### src/rtl/dpwm_duty_scheduler.sv
// dpwm_duty_scheduler: sequences the 9-bit duty word for a dithered DPWM.
// Duty changes land only on dither-frame boundaries (every 8th pwm_tick).
// The scheduler also does soft-start ramping, DMAX clamping and fault
// shutdown.
// Optional feature macro: DPWM_SLEW_LIMIT_EN. When it is defined, each
// frame-boundary step in RUN is limited to +/- SLEW_MAX.
module dpwm_duty_scheduler #(
  parameter int DW       = 9,
  parameter int DMAX     = 460,
  parameter int SS_STEP  = 4,
  parameter int SLEW_MAX = 16
) (
  input  logic          clk_in,
  input  logic          rst,
  input  logic          en,
  input  logic          fault,
  input  logic          pwm_tick,
  input  logic          cmd_valid,
  input  logic [DW-1:0] cmd_duty,
  output logic          cmd_ready,
  output logic [DW-1:0] d_n_out,
  output logic [2:0]    frame_pos,
  output logic          frame_start,
  output logic          ss_done,
  output logic [1:0]    state
);

  typedef enum logic [1:0] {
    IDLE  = 2'b00,
    SOFT  = 2'b01,
    RUN   = 2'b10,
    FAULT = 2'b11
  } state_e;

  // One extra bit, so that ramp/slew sums cannot wrap.
  localparam int WW = DW + 1;
  localparam logic [DW-1:0] DMAX_C  = DW'(DMAX);
  localparam logic [WW-1:0] SS_W    = WW'(SS_STEP);
  localparam logic [WW-1:0] SLEW_W  = WW'(SLEW_MAX);

  state_e        state_q, state_d;
  logic [DW-1:0] duty_q, duty_d;
  logic [2:0]    pos_q, pos_d;
  logic          fstart_q, fstart_d;
  logic          ss_done_q, ss_done_d;
  logic [DW-1:0] target_q, target_d;
  logic [DW-1:0] pend_q, pend_d;
  logic          pend_valid_q, pend_valid_d;

  logic          active;
  logic          fb;
  logic          acc;
  logic [DW-1:0] cmd_clamped;
  logic [WW-1:0] ss_sum;

  assign active      = (state_q == SOFT) || (state_q == RUN);
  assign fb          = pwm_tick && (pos_q == 3'd7) && active;
  assign acc         = cmd_valid && cmd_ready;
  assign cmd_clamped = (cmd_duty > DMAX_C) ? DMAX_C : cmd_duty;
  assign ss_sum      = {1'b0, duty_q} + SS_W;

  // The ready signal depends only on state and buffer occupancy, so it does
  // not combinationally depend on cmd_valid.
  always_comb begin
    unique case (state_q)
      IDLE, SOFT: cmd_ready = 1'b1;
      RUN:        cmd_ready = ~pend_valid_q;
      default:    cmd_ready = 1'b0;
    endcase
  end

  // Next-state and datapath update; the exits to FAULT and IDLE override everything else.
  always_comb begin
    // NOTE: every variable gets a default first, so no path can infer a latch.
    state_d      = state_q;
    duty_d       = duty_q;
    pos_d        = pos_q;
    fstart_d     = fb;
    ss_done_d    = ss_done_q;
    target_d     = target_q;
    pend_d       = pend_q;
    pend_valid_d = pend_valid_q;

    if (active && pwm_tick) pos_d = pos_q + 3'd1;

    unique case (state_q)
      IDLE: begin
        duty_d = '0;
        pos_d  = '0;
        if (acc) target_d = cmd_clamped;
        if (en) state_d = SOFT;
      end
      SOFT: begin
        if (acc) target_d = cmd_clamped;
        if (fb) begin
          if ((target_q < duty_q) || (ss_sum >= {1'b0, target_q})) begin
            duty_d    = target_q;
            state_d   = RUN;
            ss_done_d = 1'b1;
          end else begin
            duty_d = ss_sum[DW-1:0];
          end
        end
      end
      RUN: begin
        if (acc) begin
          pend_d       = cmd_clamped;
          pend_valid_d = 1'b1;
        end
        if (fb && pend_valid_q) begin
`ifdef DPWM_SLEW_LIMIT_EN
          if ({1'b0, pend_q} > ({1'b0, duty_q} + SLEW_W)) begin
            duty_d = duty_q + SLEW_W[DW-1:0];
          end else if (({1'b0, pend_q} + SLEW_W) < {1'b0, duty_q}) begin
            duty_d = duty_q - SLEW_W[DW-1:0];
          end else begin
            duty_d       = pend_q;
            pend_valid_d = 1'b0;
          end
`else
          duty_d       = pend_q;
          pend_valid_d = 1'b0;
`endif
        end
      end
      default: begin
        duty_d       = '0;
        pos_d        = '0;
        pend_valid_d = 1'b0;
        ss_done_d    = 1'b0;
        if (!fault && !en) state_d = IDLE;
      end
    endcase

    if (fault && (state_q != FAULT)) begin
      state_d      = FAULT;
      duty_d       = '0;
      pos_d        = '0;
      fstart_d     = 1'b0;
      ss_done_d    = 1'b0;
      pend_valid_d = 1'b0;
    end else if (active && !en) begin
      state_d      = IDLE;
      duty_d       = '0;
      pos_d        = '0;
      fstart_d     = 1'b0;
      ss_done_d    = 1'b0;
      pend_valid_d = 1'b0;
    end
  end

  // State and datapath registers with asynchronous active-high clear.
  always_ff @(posedge clk_in or posedge rst) begin
    // NOTE: non-blocking assignments keep every register sampling pre-edge values.
    if (rst) begin
      state_q      <= IDLE;
      duty_q       <= '0;
      pos_q        <= '0;
      fstart_q     <= 1'b0;
      ss_done_q    <= 1'b0;
      target_q     <= '0;
      pend_q       <= '0;
      pend_valid_q <= 1'b0;
    end else begin
      state_q      <= state_d;
      duty_q       <= duty_d;
      pos_q        <= pos_d;
      fstart_q     <= fstart_d;
      ss_done_q    <= ss_done_d;
      target_q     <= target_d;
      pend_q       <= pend_d;
      pend_valid_q <= pend_valid_d;
    end
  end

  assign d_n_out     = duty_q;
  assign frame_pos   = pos_q;
  assign frame_start = fstart_q;
  assign ss_done     = ss_done_q;
  assign state       = state_q;

endmodule
### config.mk
export PLATFORM = sky130hd
export DESIGN_NAME = dpwm_duty_scheduler
export DESIGN_NICKNAME = d
export VERILOG_FILES = /design/src/rtl/dpwm_duty_scheduler.sv
export SDC_FILE = /design/constraint.sdc
export NUM_CORES = 1
export LEC_CHECK = 0
export CAP_MARGIN = 20
export CORE_MARGIN = 2
export CORE_UTILIZATION = 30
export CTS_BUF_LIST = sky130_fd_sc_hd__clkbuf_16
export DETAILED_ROUTE_END_ITERATION = 10
export GPL_TIMING_DRIVEN = 0
export PLACE_DENSITY_LB_ADDON = 0.15
export SLEW_MARGIN = 20
export SYNTH_ARGS = -nofsm -noshare
export SYNTH_HDL_FRONTEND = slang
export SYNTH_SLANG_ARGS = --single-unit
export TNS_END_PERCENT = 30
### constraint.sdc
create_clock -name clk_in -period 7.9 [get_ports clk_in]
set_clock_uncertainty 0.2 [all_clocks]
set_input_delay 1.58 -clock clk_in [delete_from_list [all_inputs] [get_ports clk_in]]
set_output_delay 1.58 -clock clk_in [all_outputs]
set_load 0.01 [all_outputs]
==> results by group, run 1 <==
Status
  – Result of the run: complete, no violations

Floorplanning
  – Top Ports: 32
  – Width of the die: 91.2 µm
  – Row Count: 31
  – Die Area: 8330 µm²
  – Core area: 7330 µm²
  – DIE HEIGHT: 91.2 µm
  – Initial cell density of the core: 0.311

Detailed routing
  – Via-to-Cell Ratio: 4.84
  – Routed length on met2: 2.53 mm
  – Routed Wire Length: 5.70 mm
  – Number of remaining DRC errors: 0
  – Met3 wirelength from detailed routing: 186 µm
  – Detailed router's first-iteration violation count: 113
  – Drt wl/cell: 14.3 µm
  – Final antenna-violating net count: 0
  – TritonRoute pass-1 iters: 4
  – Vias: 1930
  – Uppermost layer routed: met4
  – Post-Route M1 WL: 2.81 mm

Timing
  – Final worst path period share: 0.490
  – Slew of the pin with the lowest slew margin: 0.643 ns
  – Remaining max-slew budget at the tightest pin: 0.571
  – Minimum clock period after layout: 3.87 ns
  – Post-Route Setup TNS: 0 ns
  – Hold violation total from the final report: 0
  – Setup ws final: 4.03 ns
  – Max Fclk: 0.258 GHz
  – Setup repair after global routing missed its margin: no
  – Pins over their slew limit: 0
  – Final hold slack: 0.293 ns
  – Setup-failing EPs final: 0

Logic synthesis
  – Leading area contributor after synthesis: dfrtp_1
  – Complex-gate fraction of the synthesized area: 0.199
  – Post-synthesis sequential element count: 35
  – Area share of fa/ha/maj cells after synthesis: 0.137
  – Synthesized area: 2280 µm²
  – Cell count after synthesis: 261
  – Multiplexer share of the synthesized area: 0.0455
  – Post-synthesis xor/xnor area fraction: 0.0230
  – Simple logic cell fraction of the synthesized area: 0.161
  – Netlist cell types: 37
  – Synthesized area per cell: 8.75 µm²
  – Dominant cells by area after synthesis: dfrtp_1, ha_1, o21ai_0
  – Area share of the leading cell type in the synthesized netlist: 0.384
  – Sequential cell area fraction in the yosys report: 0.384
  – Number of warnings reported in the yosys synthesis log: 0
  – Combinational family with the most area after synthesis: compound AO/OA/AOI/OAI gates
  – Synthesized Nets: 301

GRT
  – Number of antenna violations at the first check in global routing: 0
  – Via count of the first global-routing pass: 1855
  – Wire length of the first global-routing pass: 9.50 mm
  – Pin count of the biggest net entering global routing: 20
  – Total congestion overflow after global routing: 0
  – Total routing usage reported by global routing: 0.144

Cells and area
  – Proportion of layout cells with a drive suffix above 1: 0.0467
  – Area growth from synthesis to final layout: 26.1%
  – Multi-input combinational cell area: 1290 µm²
  – Sequential Area: 876 µm²
  – Number of diodes: 0
  – NumNets Final: 340
  – Filler Cells Inserted: 729
  – Post-route design area: 2880 µm²

Placed design
  – Buffers on Ports: 31
  – Total half-perimeter wirelength after legalization and detailed placement: 4.52 mm
  – Last weighted congestion value of the routability-driven placer: 0.789
  – Cell Area, Placed: 2750 µm²
  – Placement Setup Slack: 4.03 ns

Clocking
  – CTS H-Tree Depth: 2
  – Number of buffers on the longest clock path: 2
  – CTS clock-pin slew for the worst setup and hold paths: 0.05 ns
  – Post CTS Setup Buffer Count: 0
  – TritonCTS clock tree: built
  – Resized Gates After CTS: 0
  – Root buffer selected by CTS: clkbuf_16
  – Clock insertion delay at the later pin of the skew report: 0.28 ns
  – Total of hold buffers inserted after clock tree synthesis: 0
  – Number of buffers created by CTS: 5
  – # clock sinks: 35

Pwr
  – P_leak: 1.30 nW
  – Largest vdd supply drop: 174 µV
  – PwrDens: 386 nW/µm²

Min path
  – Type of the most critical hold path: reg -> reg

Job
  – Maximum Capacitance Violations: 0

Worst setup path
  – Kind of end point of the critical path: output port
  – Req. time, crit path: 6.12 ns
  – Startpoint type of the worst setup path: flop
  – Largest fanout on the critical path: 6
  – Classification of the worst setup path: reg -> out
  – CP Data Arrival Time: 2.09 ns
==> worst paths after layout <==
kind                            start     endpoint  slack, ns  cells after the start
min                         pend_q[1]    pend_q[1]       0.29                      2
max reg2reg                d_n_out[4]   d_n_out[4]       4.68                     12
max                          state[0]    cmd_ready       4.03                      5
max in group asynchronous         rst  target_q[5]       5.64                      3
min reg2reg                 pend_q[1]    pend_q[1]       0.29                      2
min in group asynchronous         rst    pend_q[7]       1.42                      2
==> flip-flops by register name, summed over array words and instances (netlist names) <==
name and flops:
frame_pos 3, pend_q 9, pend_valid_q 1, ss_done 1
state 2, d_n_out 9, frame_start 1, target_q 9
==> cell type report <==
cell class / instances / area share
multi-input cells: 196 / 0.449
flip-flops and latches: 35 / 0.304
repair buffers: 32 / 0.117
clock buffers: 5 / 0.0435
well taps: 99 / 0.0430
inverters: 24 / 0.0313
plain buffers: 6 / 0.00913
clock inverters: 2 / 0.00304
==> layout by cell type (no fill, tap or decap), drive strengths merged <==
cell and count:
a21o 1, nand3 8, nand4 2, nand2 39, nand2b 7, mux2i 7, a31oi 1, o21ai 32
nor3b 1, nor3 1, nor2b 3, inv 24, a22oi 5, a32oi 2, o41ai 1, buf 3
xor2 1, a21oi 17, o211ai 5, or3b 1, o31ai 2, dfrtp 35, clkbuf 9, a211o 1
a221o 1, ha 25, a211oi 2, o21a 3, a21boi 1, clkinv 2, nor2 11, clkdlybuf4s50 31
and2 2, and3 5, xnor2 5, mux2 3, o21bai 1
==> critical path, cell delays in order (launching register included) <==
cell	delay (ns)
dfrtp_1	0.41
inv_1	0.11
ha_1	0.28
nor2_1	0.13
a21oi_1	0.29
clkdlybuf4s50_1	0.60
==> cells by family (layout without fill, tap and decap cells) <==
group	Yosys count	count (layout)
buffers and inverters	30	69
adders and majority gates	25	25
muxes	10	10
xor gates and xnor gates	6	6
DFF	35	35
AOI/OAI and AO/OA	75	75
and+or+nand+nor	80	80
==> per-stage QoR <==
step / total power, mW / cells / util
after CTS: 1.12 / 399 / 0.393
after floorplan: 0.729 / 261 / -
final: 1.11 / 399 / 0.393
after global placement: 0.923 / 391 / 0.371
after detailed placement: 0.931 / 392 / 0.374
after global routing: 1.22 / 399 / 0.393
==> metal layers <==
metal | GRT usage | vias up
li1 | - | 992
met1 | 0.206 | 890
met2 | 0.211 | 37
met3 | 0.0207 | 11
met4 | 0.0732 | 0
met5 | 0 | -
==> synth_stat cells <==
library cell,count
a32oi_1,2
nand3_1,8
clkbuf_1,4
a22oi_1,5
and3_1,5
nor3b_1,1
o21ai_0,31
a211oi_1,2
a21o_1,1
mux2_2,3
nor2b_1,3
a21oi_1,17
a221o_1,1
nand2_1,39
o31ai_1,2
xor2_1,1
and2_1,2
o21bai_1,1
buf_4,1
a211o_1,1
or3b_2,1
o21ai_1,1
nand4_1,2
nor2_1,11
dfrtp_1,35
xnor2_1,5
nor3_1,1
o21a_1,3
o211ai_1,5
mux2i_1,7
nand2b_1,7
a21boi_0,1
a31oi_1,1
buf_1,1
ha_1,25
o41ai_2,1
inv_1,24
==> power breakdown <==
part | internal (mW) | switching [mW] | total [mW]
logic | 0.266 | 0.355 | 0.621
clock network | 0.113 | 0.0678 | 0.181
registers | 0.246 | 0.0633 | 0.309
(Power assumes the default switching activity.)
==> run 2: changes to the inputs <==
==> constraint.sdc (replaced) <==
create_clock -name clk_in -period 3.86 [get_ports clk_in]
set_clock_uncertainty 0.2 [all_clocks]
set_input_delay 0.772 -clock clk_in [delete_from_list [all_inputs] [get_ports clk_in]]
set_output_delay 0.772 -clock clk_in [all_outputs]
set_load 0.01 [all_outputs]
==> results of run 2 <==
Same layout as run 1 (identical final DEF). Status: complete, no violations.
Main changes from that run: setup slack after placement 4.03 ns -> 0.666 ns; setup slack after layout 4.03 ns -> 0.640 ns; start point of the critical path state[0] -> d_n_out[4]; end point of the critical path cmd_ready -> d_n_out[4]; register-to-register setup slack 4.68 ns -> 0.64 ns; total power 1.11 mW -> 2.27 mW; worst IR drop on VDD 174 µV -> 356 µV
